$ cat src/rtl/cond_pkg.sv
// Shared definitions for the conditional-execution stage: condition encodings,
// NZCV bit positions and the default counter width.
package cond_pkg;

    typedef enum logic [3:0] {
        EQ = 4'b0000,
        NE = 4'b0001,
        CS = 4'b0010,
        CC = 4'b0011,
        MI = 4'b0100,
        PL = 4'b0101,
        VS = 4'b0110,
        VC = 4'b0111,
        HI = 4'b1000,
        LS = 4'b1001,
        GE = 4'b1010,
        LT = 4'b1011,
        GT = 4'b1100,
        LE = 4'b1101,
        AL = 4'b1110,
        NV = 4'b1111
    } cond_e;

    localparam int FLAG_N = 3;
    localparam int FLAG_Z = 2;
    localparam int FLAG_C = 1;
    localparam int FLAG_V = 0;

    localparam int CNT_W_DEFAULT = 16;

endpackage

$ cat src/rtl/cond_check.sv
// Purely combinational condition evaluator: decides whether an instruction with
// condition field Cond executes given the architectural flags.
import cond_pkg::*;

module cond_check (
    input  logic [3:0] Cond,
    input  logic [3:0] Flags,
    output logic       CondEx
);

    logic n, z, c, v;

    assign n = Flags[FLAG_N];
    assign z = Flags[FLAG_Z];
    assign c = Flags[FLAG_C];
    assign v = Flags[FLAG_V];

    // NV and any unexpected encoding fall through to the default of "not executed"
    always_comb begin
        CondEx = 1'b0;
        case (cond_e'(Cond))
            EQ: CondEx = z;
            NE: CondEx = ~z;
            CS: CondEx = c;
            CC: CondEx = ~c;
            MI: CondEx = n;
            PL: CondEx = ~n;
            VS: CondEx = v;
            VC: CondEx = ~v;
            HI: CondEx = c & ~z;
            LS: CondEx = ~c | z;
            GE: CondEx = (n == v);
            LT: CondEx = (n != v);
            GT: CondEx = ~z & (n == v);
            LE: CondEx = z | (n != v);
            AL: CondEx = 1'b1;
            NV: CondEx = 1'b0;
            default: CondEx = 1'b0;
        endcase
    end

endmodule

$ cat src/rtl/cond_logic.sv
// Conditional-execution stage: holds NZCV, gates decoder write intents with the
// condition result and keeps saturating executed/skipped instruction counters.
import cond_pkg::*;

module cond_logic #(
    parameter int CNT_W = CNT_W_DEFAULT
) (
    input  logic             clk,
    input  logic             reset,
    input  logic [3:0]       Cond,
    input  logic [3:0]       ALUFlags,
    input  logic [1:0]       FlagW,
    input  logic             PCS,
    input  logic             RegW,
    input  logic             MemW,
    input  logic             NoWrite,
    input  logic             BL,
    input  logic             CntClr,
    output logic             PCSrc,
    output logic             RegWrite,
    output logic             MemWrite,
    output logic             LinkWrite,
    output logic             CondEx,
    output logic [3:0]       Flags,
    output logic [CNT_W-1:0] ExecCount,
    output logic [CNT_W-1:0] SkipCount
);

    localparam logic [CNT_W-1:0] CNT_ONE = CNT_W'(1);
    localparam logic [CNT_W-1:0] CNT_MAX = '1;

    logic [3:0]       flagReg;
    logic [CNT_W-1:0] execReg;
    logic [CNT_W-1:0] skipReg;

    cond_check u_check (
        .Cond   (Cond),
        .Flags  (flagReg),
        .CondEx (CondEx)
    );

    assign PCSrc     = PCS & CondEx;
    assign RegWrite  = RegW & CondEx & ~NoWrite;
    assign MemWrite  = MemW & CondEx;
    assign LinkWrite = BL & CondEx;

    assign Flags     = flagReg;
    assign ExecCount = execReg;
    assign SkipCount = skipReg;

    // The two flag halves update independently; CntClr never blocks a flag write
    always_ff @(posedge clk) begin
        if (reset) begin
            flagReg <= 4'b0000;
            execReg <= '0;
            skipReg <= '0;
        end else begin
            if (FlagW[1] & CondEx) begin
                flagReg[FLAG_N] <= ALUFlags[FLAG_N];
                flagReg[FLAG_Z] <= ALUFlags[FLAG_Z];
            end
            if (FlagW[0] & CondEx) begin
                flagReg[FLAG_C] <= ALUFlags[FLAG_C];
                flagReg[FLAG_V] <= ALUFlags[FLAG_V];
            end
            if (CntClr) begin
                execReg <= '0;
                skipReg <= '0;
            end else if (CondEx) begin
                if (execReg != CNT_MAX) begin
                    execReg <= execReg + CNT_ONE;
                end
            end else begin
                if (skipReg != CNT_MAX) begin
                    skipReg <= skipReg + CNT_ONE;
                end
            end
        end
    end

endmodule

$ cat config.mk
export PLATFORM = sky130hd
export DESIGN_NAME = cond_logic
export DESIGN_NICKNAME = d
export VERILOG_FILES = /design/src/rtl/cond_pkg.sv /design/src/rtl/cond_check.sv /design/src/rtl/cond_logic.sv
export SDC_FILE = /design/constraint.sdc
export NUM_CORES = 1
export LEC_CHECK = 0
export CELL_PAD_IN_SITES_DETAIL_PLACEMENT = 1
export CELL_PAD_IN_SITES_GLOBAL_PLACEMENT = 2
export CORE_UTILIZATION = 28
export DETAILED_ROUTE_END_ITERATION = 12
export GPL_ROUTABILITY_DRIVEN = 0
export GPL_TIMING_DRIVEN = 1
export PLACE_DENSITY_LB_ADDON = 0.08
export SLEW_MARGIN = 15
export SYNTH_ARGS = -nofsm -noshare
export SYNTH_HDL_FRONTEND = slang
export SYNTH_HIERARCHICAL = 1
export SYNTH_SLANG_ARGS = --single-unit
$ cat constraint.sdc
create_clock -name clk -period 7.9 [get_ports clk]
set_input_delay 0.79 -clock clk [delete_from_list [all_inputs] [get_ports clk]]
set_output_delay 0.79 -clock clk [all_outputs]
set_load 0.01 [all_outputs]
# Word level (Yosys, flattened, before mapping)
# Index checks and enable logic that the tools add are counted.
# totals
input_bits	18
ff_bits	36
word_cells	47
out_inout_bits	41
# op_classes
eq_ne	19
n_mux	1
n_reduce_logical	4
n_bitwise	17
addsub	2
# op_table
op	count
adder 16 x 1 -> 16 bit (second input constant)	2
== test 4 bit (second input constant)	8
inequality test 16 bit (second input constant)	2
== test 4 x 3 -> 1 bit (second input constant)	4
case mux 1 bit (16 select lines)	1
bitwise AND 1 bit	9
== test 4 x 2 -> 1 bit (second input constant)	2
NOT 1 bit	6
== test 4 x 1 -> 1 bit (second input constant)	1
logical NOT 4 bit	1
AND reduction 2 bit	2
bitwise OR 1 bit	2
OR reduction 2 bit	1
== test 1 bit	1
inequality test 1 bit	1

# Depth between registers and ports, before layout
# depth
depth_word	5
ltp_mapped	11
mapped_depth_nobuf	9

# Hierarchy
# Netlist, hierarchy kept.
# by_module_without_submodules
module	seq_area_each_um2	n_inst	area_each_um2	cells_per_inst
cond_logic	720.7	1	1788.0	208
cond_check	0.0	1	155.1	23

# Least setup slack after synthesis
# OpenSTA, ideal clock, no wires.
# synth_timing
kind	input to output
start	input port Cond[0]
end	output port RegWrite
path_slack_ps	4615
required_ps	7110
path_buffers	3
path_stages	10
t_arrival_ps	2495
path_cell_list	buf_4 > nor2_1 > a211oi_1 > a2111oi_1 > a311oi_1 > o22ai_1 > buf_6 > clkbuf_1 > nand2_1 > nor2_1
# synth_via
elab_chain_cells	4
word_cells_on_any_way	19
classes_between	eq/ne (15); mux (1); bitwise (2); reduce/logical (1)
# synth_lines
item	line	rtl
start, declared	cond_logic.sv:10	input logic [3:0] Cond,
== test 4 bit (tied with other cells)	cond_check.sv:21	case (cond_e'(Cond))
case mux 1 bit (16 select lines) (*)	cond_check.sv:21	
named net CondEx	cond_logic.sv:23	output logic CondEx,
bitwise AND 1 bit (*) (2 in series)	cond_logic.sv:43	assign RegWrite = RegW & CondEx & ~NoWrite;
end, declared	cond_logic.sv:20	output logic RegWrite,
# Mark *: on every way through the listed nets, which the timed path passes. The rest lies on a longest branch.

# Worst setup path after layout
# layout_timing
start	input port Cond[0]
end	output port PCSrc
# layout_via
elab_chain_cells	3
word_cells_on_any_way	18
classes_between	eq/ne (15); mux (1); bitwise (1); reduce/logical (1)
# layout_lines
item	line	rtl
== test 4 bit (tied with other cells)	cond_check.sv:21	
case mux 1 bit (16 select lines) (*)	cond_check.sv:21	
bitwise AND 1 bit (*)	cond_logic.sv:42	assign PCSrc = PCS & CondEx;
end, declared	cond_logic.sv:19	output logic PCSrc,
# Mark *: on every way between the ends. The rest lies on a longest branch, timed or not.

==> out/results.txt <==
Dividing the detail-routed wire length by the instance count gives 15.4 um. The dominant cell type by count on the critical path was sky130_fd_sc_hd__clkdlybuf4s50_1. After clock tree synthesis, the clock-pin slew on the worst setup and hold paths is 0.07 ns. Counting instances, the worst hold path has a depth of 2. The number of setup buffers added after CTS is 0. Of the available clock period, the critical path in the final layout requires 51.6%.

Walking the worst path, the cells encountered are clkdlybuf4s50_1 -> nor2b_1 -> a211oi_1 -> a2111oi_1 -> a311oi_1 -> o22ai_1 -> buf_4 -> and2_1 -> clkdlybuf4s50_1. For this run, asynchronously set or reset flops after synthesis account for 0%. The type of the most critical hold path was reg -> reg. The dominant register cell in the synthesized netlist was sky130_fd_sc_hd__dfxtp_1. The placeable core area was 6530 um^2. In this run the worst path has a maximum fanout of 20.

Clock tree synthesis inserted a total of 5 buffers. TritonCTS built the clock tree. Final hold analysis gives a worst-case slack of 0.499 ns. The endpoint identified for the worst register-to-register timing path is ExecCount[14]. Buffers inserted to repair hold after CTS numbered 0. Number of warning messages in the yosys log: 6. For this run, the post-layout net count is 310.

Counting flops with a built-in enable in the synthesized netlist gives 0. For the register share of total power, the log shows 48.8%. The logs give 3.83 ns for the setup slack at placement and 48.1% for the headroom to the max-slew limit. The combinational power share is 14.3%, and the source-to-sink clock delay at the later pin of the worst-skew pair is 0.29 ns. The highest cell delay on the worst timing path is 0.67 ns. The run gives 0 as the post-route antenna net violation count. The height of the die was 85.3 um; the area added between synthesis and finish was 37.5%. The H-tree was split into 2 levels.

The routed layout has 1993 vias. The share of total power dissipated in the clock network is 36.8%. The startpoint identified for the worst register-to-register timing path is Flags[3]. Ranked by instance count, the synthesized netlist is headed by sky130_fd_sc_hd__dfxtp_1 (36), sky130_fd_sc_hd__a21oi_1 (25), sky130_fd_sc_hd__nand2_1 (22). The type of element capturing the critical path was an output pin. Hold violation count in the final report: 0. The worst setup path is launched from an input port. The proportion of netlist area held by the largest area contributor is 37.1%, and the number of global-route vias before repair is 1955. The run finished with clean final reports.

The run gives 0.00377 ns as the worst clock skew. The final setup violation count is 0. Clock tree synthesis found a total of 36 sinks.

The first global-routing pass estimated 9800 um of wire. The first TritonRoute pass finished after 4 iterations. Broken down by cell family, the worst path's largest delay share belongs to buffers and inverters. Summing all non-filler instances in the final layout gives an area of 2670 um^2. Number of placement rows: 29. Across every metal layer, demand over resource in global routing totals 16.9%. The number of antenna diodes in the final layout is 0. For the sequential cell area fraction in the yosys report, the log shows 37.1%. The maximum VDD drop is 71.6 uV, and the max-capacitance violation count is 0. The net switching share of the total power came out at 26.2%. The actual slew at the worst max-slew pin is 0.773 ns, and the worst setup slack after layout is 3.82 ns. The analysis attributes to cell leakage a power of 0.000843 uW.

The placed wire-length estimate after detailed placement is 4180 um. The highest achievable clock rate was 245 MHz; the number of library cell types mapped by synthesis was 50. Adding up every negative setup slack in the final design gives 0 ns. The worst register-to-register path has a setup slack of 4.93 ns. Global routing finished with a remaining overflow of 0. The critical path contains buffers and inverters numbering 3 combined.

The clock passes through at most 2 buffers. The slowest stage of the critical path is the sky130_fd_sc_hd__clkdlybuf4s50_1 cell. The analysis attributes to net switching a power of 100 uW.

Yosys instantiated no cell more often than sky130_fd_sc_hd__dfxtp_1. The tree is rooted in a sky130_fd_sc_hd__clkbuf_8. The share of cells above drive strength 1 is 5.50%.

The die covers 7280 um^2. After synthesis the netlist holds a flip-flop and latch count of 36. The largest net degree at the start of global routing came out at 28. Once the clock tree was built, the resizer swapped 0 gates to a different size. For this run, design rule violations remaining after detail routing come to 0. The number of cells on the worst reg-to-reg path was 10; the data arrival time of the critical path was 3.29 ns.

The biggest area contributor in the post-synthesis netlist is sky130_fd_sc_hd__dfxtp_1. The final layout contains routed wiring with a total length of 5670 um. The setup path with the least slack is of type in -> out. The internal portion of the total power is 283 uW.

The number of antenna violations at the first check in global routing came out at 0. Setup repair after global routing left no endpoint under its margin. The post-synthesis cell area is 1940 um^2, and the die width is 85.3 um.

Pin placement for this block handled 59 I/O pins. The synthesized area per cell is 8.41 um^2. STA puts the critical path data required time at 7.11 ns. For this block, the initial DRC count from the detailed router was 71.

Input and output buffers added on the ports amount to 58. In this run the cell area measured after placement is 2580 um^2. The run gives 29.8% as the starting density of the core. Synthesis handed over a netlist of 231 instances.

The run gives 0 as the number of slew-limit violations in the final report. Using the TritonRoute via totals, the vias-per-cell ratio works out to 5.42. The tools report the end of the worst hold path as ExecCount[15]. Subtracting the final worst setup slack from the clock period gives 4.08 ns. For this design the ratio of total power to cell area is 143 nW/um^2. Ranked by total cell area, the synthesized netlist is headed by sky130_fd_sc_hd__dfxtp_1 (37%), sky130_fd_sc_hd__a21oi_1 (6.4%), sky130_fd_sc_hd__nand2_1 (4.2%), sky130_fd_sc_hd__or3_1 (3.9%), sky130_fd_sc_hd__o21ai_0 (3.3%). Post-synth net total: 251.

Hold path startpoint: ExecCount[15].
## worst reg2reg max path: cells and delay by family, from the launching register on
| family | cells | cell delay [ns] |
|---|---|---|
| AND/OR/NAND/NOR | 2 | 0.79 |
| AO/OA/AOI/OAI | 5 | 1.05 |
| flip-flops | 1 | 0.40 |
| XOR/XNOR | 2 | 0.40 |
| buffers and inverters | 1 | 0.27 |
## state kept, by name, indices dropped and copies added, names as in the netlist
name and cells:
ExecCount 16, SkipCount 16, Flags 4
## power by group through the flow
| stage | clock network [uW] | logic, uW | registers (uW) |
|---|---|---|---|
| after global routing | 156 | 61.2 | 188 |
| after floorplan | 0 | 29.7 | 192 |
| after global placement | 0 | 55.3 | 191 |
| after CTS | 148 | 56.1 | 187 |
| after detailed placement | 0 | 55.7 | 191 |
| final | 141 | 55.0 | 187 |
## worst max-delay path by stage
stage          slack (ns)        to    start  cells past startpoint
6_report             3.82     PCSrc  Cond[0]                      9
5_1_grt              3.61  RegWrite  Cond[0]                     10
4_1_cts              3.82     PCSrc  Cond[0]                      9
3_5_place_dp         3.83  RegWrite  Cond[0]                     10
3_3_place_gp         3.91  RegWrite  Cond[0]                     10
2_1_floorplan        4.62  RegWrite  Cond[0]                     10
## kinds of logic after synthesis
family | after synthesis | synth area share, %
AOI/OAI and AO/OA | 62 | 21.4
and+or+nand+nor | 105 | 30.2
adders and majority gates | 2 | 1.29
muxes | 5 | 2.58
xor gates and xnor gates | 9 | 4.06
buffers and inverters | 12 | 3.35
DFF | 36 | 37.1
## through the flow
step | cells | total power [uW] | utilization, %
floorplan | 231 | 222 | -
CTS | 368 | 391 | 40.9
finish | 368 | 383 | 40.9
global route | 368 | 404 | 40.9
detailed placement | 360 | 247 | 39.5
global placement | 360 | 247 | 39.5
## per-layer routing
metal  part of all wire (%)  up-vias  global-route usage [%]  routed length, um
met5                      0        -                       0                  0
met4                   0.90        0                    4.09                 51
met3                    3.6        5                    4.38                202
met2                     48       35                    28.5               2750
met1                     47      952                    21.7               2670
li1                       -     1001                       -                  -
## cell type report
class	instances	area, um^2
sequential	36	721
inverter	5	18.8
fill	799	3860
tap	77	96.3
multi-input combinational	183	1160
clock buffer	8	90.1
timing repair buffer	59	588
## cells in the final DEF, fill, tap and decap left out, drive strengths merged, types with 3 or more instances in the layout
cell type	synthesis	routed
o31ai	4	4
or3	12	12
clkbuf	3	8
nor2	15	15
nor3	5	5
nand2	22	22
and4	5	5
mux2i	5	5
nor4	5	5
inv	5	5
a21oi	25	25
nand4	9	9
a211oi	3	3
and2	4	4
nand3	14	14
clkdlybuf4s50	0	58
dfxtp	36	36
o21ai	13	13
or4	5	5
xor2	7	7
(Power assumes the default switching activity.)
